===== config.mk =====
export PLATFORM = sky130hd
export DESIGN_NAME = mod_counter_updown
export DESIGN_NICKNAME = d
export VERILOG_FILES = /design/src/rtl/mod_counter_pkg.sv /design/src/rtl/mod_counter_next.sv /design/src/rtl/mod_counter_updown.sv
export SDC_FILE = /design/constraint.sdc
export NUM_CORES = 1
export LEC_CHECK = 0
export BUFFER_PORTS_ARGS = -buffer_cell sky130_fd_sc_hd__buf_2
export CORE_MARGIN = 3
export CORE_UTILIZATION = 45
export CTS_BUF_LIST = sky130_fd_sc_hd__clkbuf_4
export DETAILED_ROUTE_END_ITERATION = 12
export PLACE_DENSITY = 0.82
export SLEW_MARGIN = 20
export SYNTH_ARGS = -nofsm -noshare
export SYNTH_HDL_FRONTEND = slang
export SYNTH_SLANG_ARGS = --single-unit

===== constraint.sdc =====
create_clock -name clk -period 3.62 [get_ports clk]
set_input_delay 0.724 -clock clk [delete_from_list [all_inputs] [get_ports clk]]
set_output_delay 0.724 -clock clk [all_outputs]
set_load 0.02 [all_outputs]

===== src/rtl/mod_counter_pkg.sv =====
// Shared constants for the up/down modulo counter family.
package mod_counter_pkg;

  // Terminal-count behaviour selected by the 2-bit mode input
  localparam logic [1:0] MODE_WRAP    = 2'b00;
  localparam logic [1:0] MODE_SAT     = 2'b01;
  localparam logic [1:0] MODE_ONESHOT = 2'b10;
  localparam logic [1:0] MODE_HOLD    = 2'b11;

endpackage


===== src/rtl/mod_counter_next.sv =====
// Combinational next-count logic: step, terminal handling and out-of-range recovery.
module mod_counter_next
  import mod_counter_pkg::*;
#(
  parameter int unsigned N = 8
) (
  input  logic [N-1:0] q,
  input  logic         up_down,
  input  logic [1:0]   mode,
  input  logic [N-1:0] final_value,
  input  logic         halted,
  output logic [N-1:0] q_next,
  output logic         at_term,
  output logic         wrap_event,
  output logic         set_halted
);

  logic [N-1:0] terminal;
  logic         out_of_range;

  assign terminal     = up_down ? final_value : '0;
  assign at_term      = (q == terminal);
  assign out_of_range = (q > final_value);

  // Next value if this edge counts; a loaded value above the range re-enters at the far end
  always_comb begin
    q_next     = q;
    wrap_event = 1'b0;
    set_halted = 1'b0;
    if (!halted && (mode != MODE_HOLD)) begin
      if (out_of_range) begin
        if (up_down) begin
          q_next     = '0;
          wrap_event = (mode == MODE_WRAP);
        end else begin
          q_next = final_value;
        end
      end else if (at_term) begin
        unique case (mode)
          MODE_WRAP: begin
            q_next     = up_down ? '0 : final_value;
            wrap_event = 1'b1;
          end
          MODE_ONESHOT: set_halted = 1'b1;
          default: ;
        endcase
      end else begin
        q_next = up_down ? (q + N'(1)) : (q - N'(1));
      end
    end
  end

endmodule


===== src/rtl/mod_counter_updown.sv =====
// Up/down modulo counter with clear, load, wrap/saturate/one-shot modes and cascade carry.
module mod_counter_updown
  import mod_counter_pkg::*;
#(
  parameter int unsigned N = 8
) (
  input  logic         clk,
  input  logic         reset_n,
  input  logic         enable,
  input  logic         clear,
  input  logic         load,
  input  logic [N-1:0] load_value,
  input  logic         up_down,
  input  logic [1:0]   mode,
  input  logic [N-1:0] final_value,
  output logic [N-1:0] Q,
  output logic         tc,
  output logic         wrap_pulse,
  output logic         halted
);

  logic [N-1:0] q_next;
  logic         at_term;
  logic         wrap_event;
  logic         set_halted;
  logic         count_en;

  mod_counter_next #(.N(N)) u_next (
    .q           (Q),
    .up_down     (up_down),
    .mode        (mode),
    .final_value (final_value),
    .halted      (halted),
    .q_next      (q_next),
    .at_term     (at_term),
    .wrap_event  (wrap_event),
    .set_halted  (set_halted)
  );

  assign count_en = enable & ~halted & (mode != MODE_HOLD);

  // Zero-latency carry so the next stage can use it directly as its enable
  assign tc = enable & at_term & (mode == MODE_WRAP) & ~halted;

  // Count state with clear > load > count priority
  always_ff @(posedge clk or negedge reset_n) begin
    if (!reset_n) begin
      Q          <= '0;
      wrap_pulse <= 1'b0;
      halted     <= 1'b0;
    end else if (clear) begin
      Q          <= '0;
      wrap_pulse <= 1'b0;
      halted     <= 1'b0;
    end else if (load) begin
      Q          <= load_value;
      wrap_pulse <= 1'b0;
      halted     <= 1'b0;
    end else if (count_en) begin
      Q          <= q_next;
      wrap_pulse <= wrap_event;
      halted     <= set_halted;
    end else begin
      wrap_pulse <= 1'b0;
    end
  end

endmodule


# After elaboration in Yosys (flattened, before gate mapping)

Cells that the tools add are included.

Register bits: 10
Input bits: 24
Output and inout port bits: 11
Word-level logic and storage cells: 47

Add/sub/neg operators: 2
$lt $le $gt $ge: 1
Equal/unequal tests: 4
Mux-type cells: 25
Bitwise gates (word level): 6
Reductions and logical operators: 6

Operators with widths:

| cell                                                                     | count |
|---|---|
| 8-bit two-way mux                                                        | 10 |
| 1-bit two-way mux                                                        | 15 |
| 8-bit by 1-bit adder with 8-bit output (second input constant)           | 1 |
| 8-bit == test                                                            | 1 |
| 8-bit greater-than comparator                                            | 1 |
| 8-bit by 1-bit subtractor with 8-bit output (second input constant)      | 1 |
| 3-bit nonzero test                                                       | 2 |
| 1-bit bitwise AND                                                        | 5 |
| 5-bit by 3-bit inequality test with 1-bit output (second input constant) | 1 |
| 3-bit AND reduction                                                      | 1 |
| 2-bit == test (second input constant)                                    | 1 |
| 2-bit logical NOT                                                        | 1 |
| 2-bit inequality test (second input constant)                            | 1 |
| 1-bit logical AND                                                        | 1 |
| 1-bit logical NOT                                                        | 1 |
| 1-bit NOT                                                                | 1 |

# Logic depth before layout (Yosys ltp)

Gate-level depths: netlist of the first run.

Depth in word-level cells: 8
Gate-level depth with buffers: 11
Gate-level depth less buffers: 9

# Hierarchy

A second synthesis of the first run with hierarchy kept.

Cells, all modules: 220
Area total of the unflattened synthesis: 1,734.2 um^2

Modules (own cells, without submodules):

| module             | times used | cells an instance | area each (um^2) | seq. area each (um^2) |
|---|---|---|---|---|
| mod_counter_next   | 1          | 161               | 1,068.5          | 0.0 |
| mod_counter_updown | 1          | 59                | 665.6            | 250.2 |

# Worst setup path after synthesis of the first run

OpenSTA, ideal clock, no wires.

Path type: input port to output port
Start point: input port final_value[3]
End point: output port tc
Arrival: 1.869 ns
Required time: 2.896 ns
Slack: 1.027 ns
Stages on the path: 6
Path buffers: 1
Path through: or2_1 a22oi_1 o2111ai_1 a211o_1 buf_6 nor2_1

Word-level cells in the longest chain between the ends: 5

Ends and longest elaborated chain:

| element                         | RTL line                 | RTL |
|---|---|---|
| start: declaration              | mod_counter_updown.sv:15 | `input logic [N-1:0] final_value,` |
| 8-bit two-way mux               | mod_counter_next.sv:21   | `assign terminal = up_down ? final_value : '0;` |
| 8-bit == test                   | mod_counter_next.sv:22   | `assign at_term = (q == terminal);` |
| 1-bit bitwise AND (3 in series) | mod_counter_updown.sv:43 | `assign tc = enable & at_term & (mode == MODE_WRAP) & ~halted;` |
| end: declaration                | mod_counter_updown.sv:17 | `output logic tc,` |

No other way between the ends.

# Worst setup path after layout of the first run

Start point: input port up_down
End point: output port tc

Word-level cells in the longest chain between the ends: 5

Ends and longest elaborated chain:

| element                         | RTL line                 | RTL |
|---|---|---|
| start: declaration              | mod_counter_updown.sv:13 | `input logic up_down,` |
| 8-bit two-way mux               | mod_counter_next.sv:21   |  |
| 8-bit == test                   | mod_counter_next.sv:22   |  |
| 1-bit bitwise AND (3 in series) | mod_counter_updown.sv:43 |  |

No other way between the ends.

==> summary.txt, run 1 <==
Outcome
  • Outcome: completed

Power
  • P per Cell Area: 367 mW/mm^2
  • Pleak: 0.751 nW
  • Max IR drop VDD: 0.000207 V

Hold path
  • Worst hold path type: primary input to asynchronous set/reset pin

Global routing
  • Gr usage total: 19.8%
  • Vias in the first global route: 1288
  • First-pass GRT wire length: 5710 um
  • Global route overflow: 0
  • Largest net degree at the start of global routing: 17
  • Initial antenna violation count: 0

Clocking
  • H-tree depth: 1
  • CTS resizes: 0
  • Clk Latency, worst-skew pair: 0.27 ns
  • Post-CTS setup buffers: 0
  • CTS Buf Count: 3
  • Clock Pin Slew Worst Setup and Hold Paths: 0.07 ns
  • CTS root buffer: clkbuf_4
  • CTS tree: built
  • Clock sinks: 10
  • Hold_buf cts: 0
  • Clock tree buffer depth: 2

Critical path
  • CP Max Fanout: 16
  • CP required: 2.90 ns
  • Reg2reg start: Q[0]
  • Slowest CP cell: a211o_1
  • R2R Setup Slk: 1.08 ns
  • Critical-path cell list: buf_2 > inv_2 > nor4_2 > a22oi_1 > a211o_1 > nor2_1 > buf_2
  • Most used cell, CP: buf_2
  • Crit. path cell count: 7
  • Startpoint types: primary input
  • CP top delay family: buffers and inverters
  • FF-to-FF path depth: 10
  • Max incr delay on CP: 0.40 ns
  • Critical Path AT: 2.32 ns
  • Buffers plus inverters on the worst setup path: 3
  • FF-to-FF End: Q[4]
  • Worst Setup End Kind: primary output
  • Worst setup path class: primary input to primary output

Floorplanning
  • Die Area: 0.00373 mm^2
  • Initial core utilization: 48.2%
  • Placeable Area: 0.00283 mm^2
  • Height of the die: 61.1 um
  • # rows: 19
  • Die width: 61.1 um
  • I/O pin cnt: 35

Synth
  • Yosys warnings: 0
  • Syn_area_per_cell: 7.93 um^2
  • Cells after Synth: 172
  • Syn Std Cell Area: 0.00136 mm^2
  • Synth unique cells: 45
  • Main synth FF type: dfrtp_1
  • EDFF count, synth: 0
  • Synth Register Bits: 10
  • Sequential area share after synthesis: 18.3%
  • Ys async rst share: 100%
  • Net count after synthesis: 211

Finish
  • Register area: 250 um^2
  • P&R area growth vs syn: 14.0%
  • Most frequent cells in the layout: 34 x buf_2, 21 x nor2_1, 14 x inv_1, 14 x ha_1, 13 x o21ai_0
  • FILL cells: 266
  • Most common cell after layout, fill and taps aside: buf_2
  • Core Util, Final: 55.0%
  • Nets: 243
  • Antenna Cells: 0
  • Multi-input gate area: 0.00101 mm^2
  • Share of cells above drive strength 1: 24.8%

Route
  • DRC Markers: 0
  • WL/cell: 15.1 um
  • Final ANT Viol Nets: 0
  • Vias/cell: 6.05
  • Vias: 1410
  • Pre-antenna DRT Iters: 4
  • Routed wire length: 3510 um
  • Initial DRC Count: 69

STA
  • Worst-margin pin slew: 0.642 ns
  • Tcrit/Tclk final: 84.0%
  • Fmax: 0.329 GHz
  • Setup violators final: 0
  • Slew HR: 57.0%
  • Layout Skew: 0.00225 ns
  • Final Slew Violations: 0
  • RSZ-0062 raised after global routing: no
  • Post-route minimum period: 3.04 ns
  • Fin Setup TNS: 0 ns
  • Number of failing hold endpoints at the final stage: 0

Place
  • Post-detail-place hpwl: 2830 um
  • GPL Wtd Cong: 0.862
  • Port Buf Inserts: 34

Flow run
  • Max Cap Viol: 0
## state kept, by name (all words and copies together), names as in the netlist
name,cells
Q,8
wrap_pulse,1
halted,1
## cells in the mapped netlist, drive strengths merged (2+ instances only)
cell	n	area [um^2]
xnor2	5	43.8
dfrtp	10	250
a211oi	4	30.0
nor2	21	78.8
o41ai	5	81.3
o31ai	2	15.0
nand3	11	55.1
a31oi	2	12.5
or2	3	18.8
inv	15	56.3
nor2b	3	18.8
mux2	2	22.5
nand2	6	22.5
a21oi	9	45.0
and2	2	15.0
o21ai	13	65.1
buf	4	32.5
clkbuf	4	15.0
o211ai	3	22.5
o311a	4	40.0
a22oi	2	15.0
xor2	4	35.0
nand4	3	18.8
nor3	4	20.0
o21a	2	15.0
ha	14	175
## layout make-up
type	instances	area share, %
inverters	15	3.62
well taps	31	2.49
multi-input cells	139	64.9
flip-flops and latches	10	16.1
repair buffers	35	11.4
clock buffers	3	1.45
## routing by layer
layer | part of all wire (%) | track usage [%]
met3 | 4.7 | 3.14
met5 | 0 | 0
met4 | 0.43 | 3.10
met2 | 48 | 33.8
met1 | 47 | 26.8
## report_power, final
| group | total, mW | internal [mW] | switching [mW] | leakage, nW |
|---|---|---|---|---|
| registers | 0.161 | 0.127 | 0.0340 | 0.131 |
| logic | 0.332 | 0.149 | 0.183 | 0.607 |
| clock network | 0.0779 | 0.0385 | 0.0395 | 0.0138 |
## cell families (layout without fill, tap and decap cells)
kind of cell	count (synthesis)	count (layout)	synth area share, %
AND/OR/NAND/NOR	59	59	22.2
AO/OA/AOI/OAI	54	54	30.1
buffers and inverters	23	53	7.61
adder cells (fa/ha/maj)	15	15	14.3
flip-flops	10	10	18.3
XOR/XNOR	9	9	5.78
multiplexers	2	2	1.65
## through the flow
step	hold WS, ns	instance area (um^2)	power (mW)	setup WS (ns)	cells
after floorplan	0.428	1360	0.409	1.03	172
after CTS	0.312	1560	0.572	0.616	233
after global placement	0.552	1530	0.489	0.684	230
final	0.305	1560	0.571	0.580	233
after detailed placement	0.546	1530	0.494	0.611	230
after global routing	0.320	1560	0.620	0.419	233
## worst max-delay path by stage
stage | startpoint | to | slack, ns
finish | up_down | tc | 0.58
detailed placement | up_down | Q[7] | 0.61
global placement | up_down | Q[7] | 0.68
CTS | up_down | tc | 0.62
global route | up_down | tc | 0.42
floorplan | final_value[3] | tc | 1.03
## worst register-to-register path, cell delays in order, from the launching register on
cell	delay, ns
dfrtp_1	0.50
inv_1	0.13
ha_1	0.22
nor2b_1	0.11
o211ai_1	0.10
a21oi_1	0.13
o22ai_1	0.08
buf_4	0.18
o2111a_1	0.23
or2_1	0.39
o41ai_2	0.36
(Power assumes the default switching activity.)
==> run 2: changes to the inputs <==
- clock period: 3.62 -> 3.1 ns (I/O delays scaled with it)
==> summary.txt, run 2 (synthesis results as in run 1) <==
Outcome
  • Outcome: completed

Floorplanning
  • Die Area: 0.00373 mm^2 (unchanged)
  • Height of the die: 61.1 um (unchanged)
  • Placeable Area: 0.00283 mm^2 (unchanged)
  • Initial core utilization: 48.2% (unchanged)
  • # rows: 19 (unchanged)
  • Die width: 61.1 um (unchanged)
  • I/O pin cnt: 35 (unchanged)

Finish
  • Most common cell after layout, fill and taps aside: buf_2
  • Most frequent cells in the layout: 34 x buf_2, 21 x nor2_1, 14 x inv_1, 14 x ha_1, 13 x o21ai_0
  • Largest register FFs: 8 (unchanged)
  • Most flops, register: Q
  • Biggest regs: Q x8, halted x1, wrap_pulse x1
  • Antenna Cells: 0 (unchanged)
  • Nets: 244 (+0.41%)
  • Core Util, Final: 55.4% (+0.40 points)
  • FILL cells: 262 (-1.5%)
  • Share of cells above drive strength 1: 25.0% (+0.25 points)
  • P&R area growth vs syn: 14.9%

Global routing
  • First-pass GRT wire length: 5730 um (+0.35%)
  • Initial antenna violation count: 0 (unchanged)
  • Largest net degree at the start of global routing: 13 (-4)
  • Gr usage total: 20.4% (+0.53 points)
  • Vias in the first global route: 1265 (-1.8%)
  • Global route overflow: 0 (unchanged)

STA
  • Tcrit/Tclk final: 84.6%
  • PnR worst setup slack: 0.476 ns (-0.104 ns)
  • Post-route minimum period: 2.62 ns
  • Fmax: 0.381 GHz
  • Hold_ws: 0.184 ns (-0.121 ns)
  • Layout Skew: 0.0180 ns (+0.0157 ns)
  • Fin Setup TNS: 0 ns (unchanged)
  • Setup violators final: 0 (unchanged)
  • Number of failing hold endpoints at the final stage: 0 (unchanged)
  • Worst-margin pin slew: 0.639 ns (-0.00315 ns)
  • RSZ-0062 raised after global routing: no
  • Final Slew Violations: 0 (unchanged)
  • Slew HR: 57.2% (+0.21 points)

Clocking
  • Clock sinks: 10 (unchanged)
  • Clk Latency, worst-skew pair: 0.28 ns (about the same)
  • CTS resizes: 0 (unchanged)
  • CTS Buf Count: 3 (unchanged)
  • Hold_buf cts: 0 (unchanged)
  • Post-CTS setup buffers: 0 (unchanged)
  • CTS root buffer: clkbuf_4
  • CTS tree: built
  • Clock tree buffer depth: 2 (unchanged)
  • H-tree depth: 1 (unchanged)
  • Clock Pin Slew Worst Setup and Hold Paths: 0.08 ns (about the same)

Critical path
  • Startpoint types: register
  • Critical Path AT: 2.00 ns (-0.32 ns)
  • R2R Setup Slk: 0.66 ns (-0.42 ns)
  • CP Max Fanout: 9 (-7)
  • Worst Setup End Kind: primary output
  • CP required: 2.48 ns (-0.42 ns)
  • Worst setup path class: register to primary output

Route
  • Final ANT Viol Nets: 0 (unchanged)
  • DRC Markers: 0 (unchanged)
  • Routed wire length: 3640 um (+3.5%)
  • Initial DRC Count: 122 (+77%)
  • Vias: 1439 (+2.1%)
  • WL/cell: 15.5 um (+2.6%)
  • Vias/cell: 6.12 (+1.2%)
  • Pre-antenna DRT Iters: 4 (unchanged)

Power
  • Tot Pwr: 678 uW (+19%)
  • Max IR drop VDD: 0.000240 V (+16%)
  • Pleak: 0.758 nW (+0.85%)
  • P per Cell Area: 433 mW/mm^2 (+18%)

Place
  • Port Buf Inserts: 34 (unchanged)
  • Post-detail-place hpwl: 2880 um (+1.6%)
  • GPL Wtd Cong: 0.938 (+8.8%)
  • Place WS: 0.370 ns (-0.240 ns)

Hold path
  • Worst hold path type: primary input to asynchronous set/reset pin

Flow run
  • Max Cap Viol: 0 (unchanged)
==> run 2: cell types whose count changed in the layout (fill, tap and decap cells not counted), sizes merged <==
| cell | before | now |
|---|---|---|
| buf | 35 | 36 |
| clkinv | 0 | 1 |
==> run 2: report_power, final <==
part	switching [mW]	internal, mW	total (mW)
combinational	0.217	0.175	0.392
sequential	0.0407	0.148	0.189
clock	0.0500	0.0466	0.0965
==> run 2: layout make-up <==
class	instances	area (um^2)	share of cell area (%)
repair buffers	36	185	11.8
clock buffers	3	22.5	1.44
well taps	31	38.8	2.48
inverters	15	56.3	3.59
flip-flops and latches	10	250	16.0
multi-input cells	139	1010	64.5
clock inverters	1	3.75	0.240
==> run 2: stage by stage <==
step	area, um^2	cells
final	1570	235
after global placement	1540	231
after floorplan	1360	172
after global routing	1570	235
after CTS	1570	235
after detailed placement	1540	231
==> run 2: critical path: stages, from the launching register on <==
cell and delay [ns]:
dfrtp_1 0.49, and4bb_1 0.24, a31oi_1 0.15, a2bb2oi_1 0.26, a211o_1 0.33, nor2_1 0.08, buf_2 0.16
==> run 2: worst paths after layout <==
path / start / end / cells past startpoint
min reg2reg: halted / halted / 2
max in group asynchronous: reset_n / Q[6] / 1
max: Q[2] / tc / 6
min in group clk: halted / halted / 2
min: reset_n / Q[2] / 1
max reg2reg: Q[0] / Q[4] / 9
==> run 2: routing by layer <==
metal	global-route usage, %	part of all wire [%]	wire, um
met4	6.50	1.7	61
met3	4.61	6.5	238
met5	0	0	0
met1	28.1	46	1660
met2	31.6	46	1680
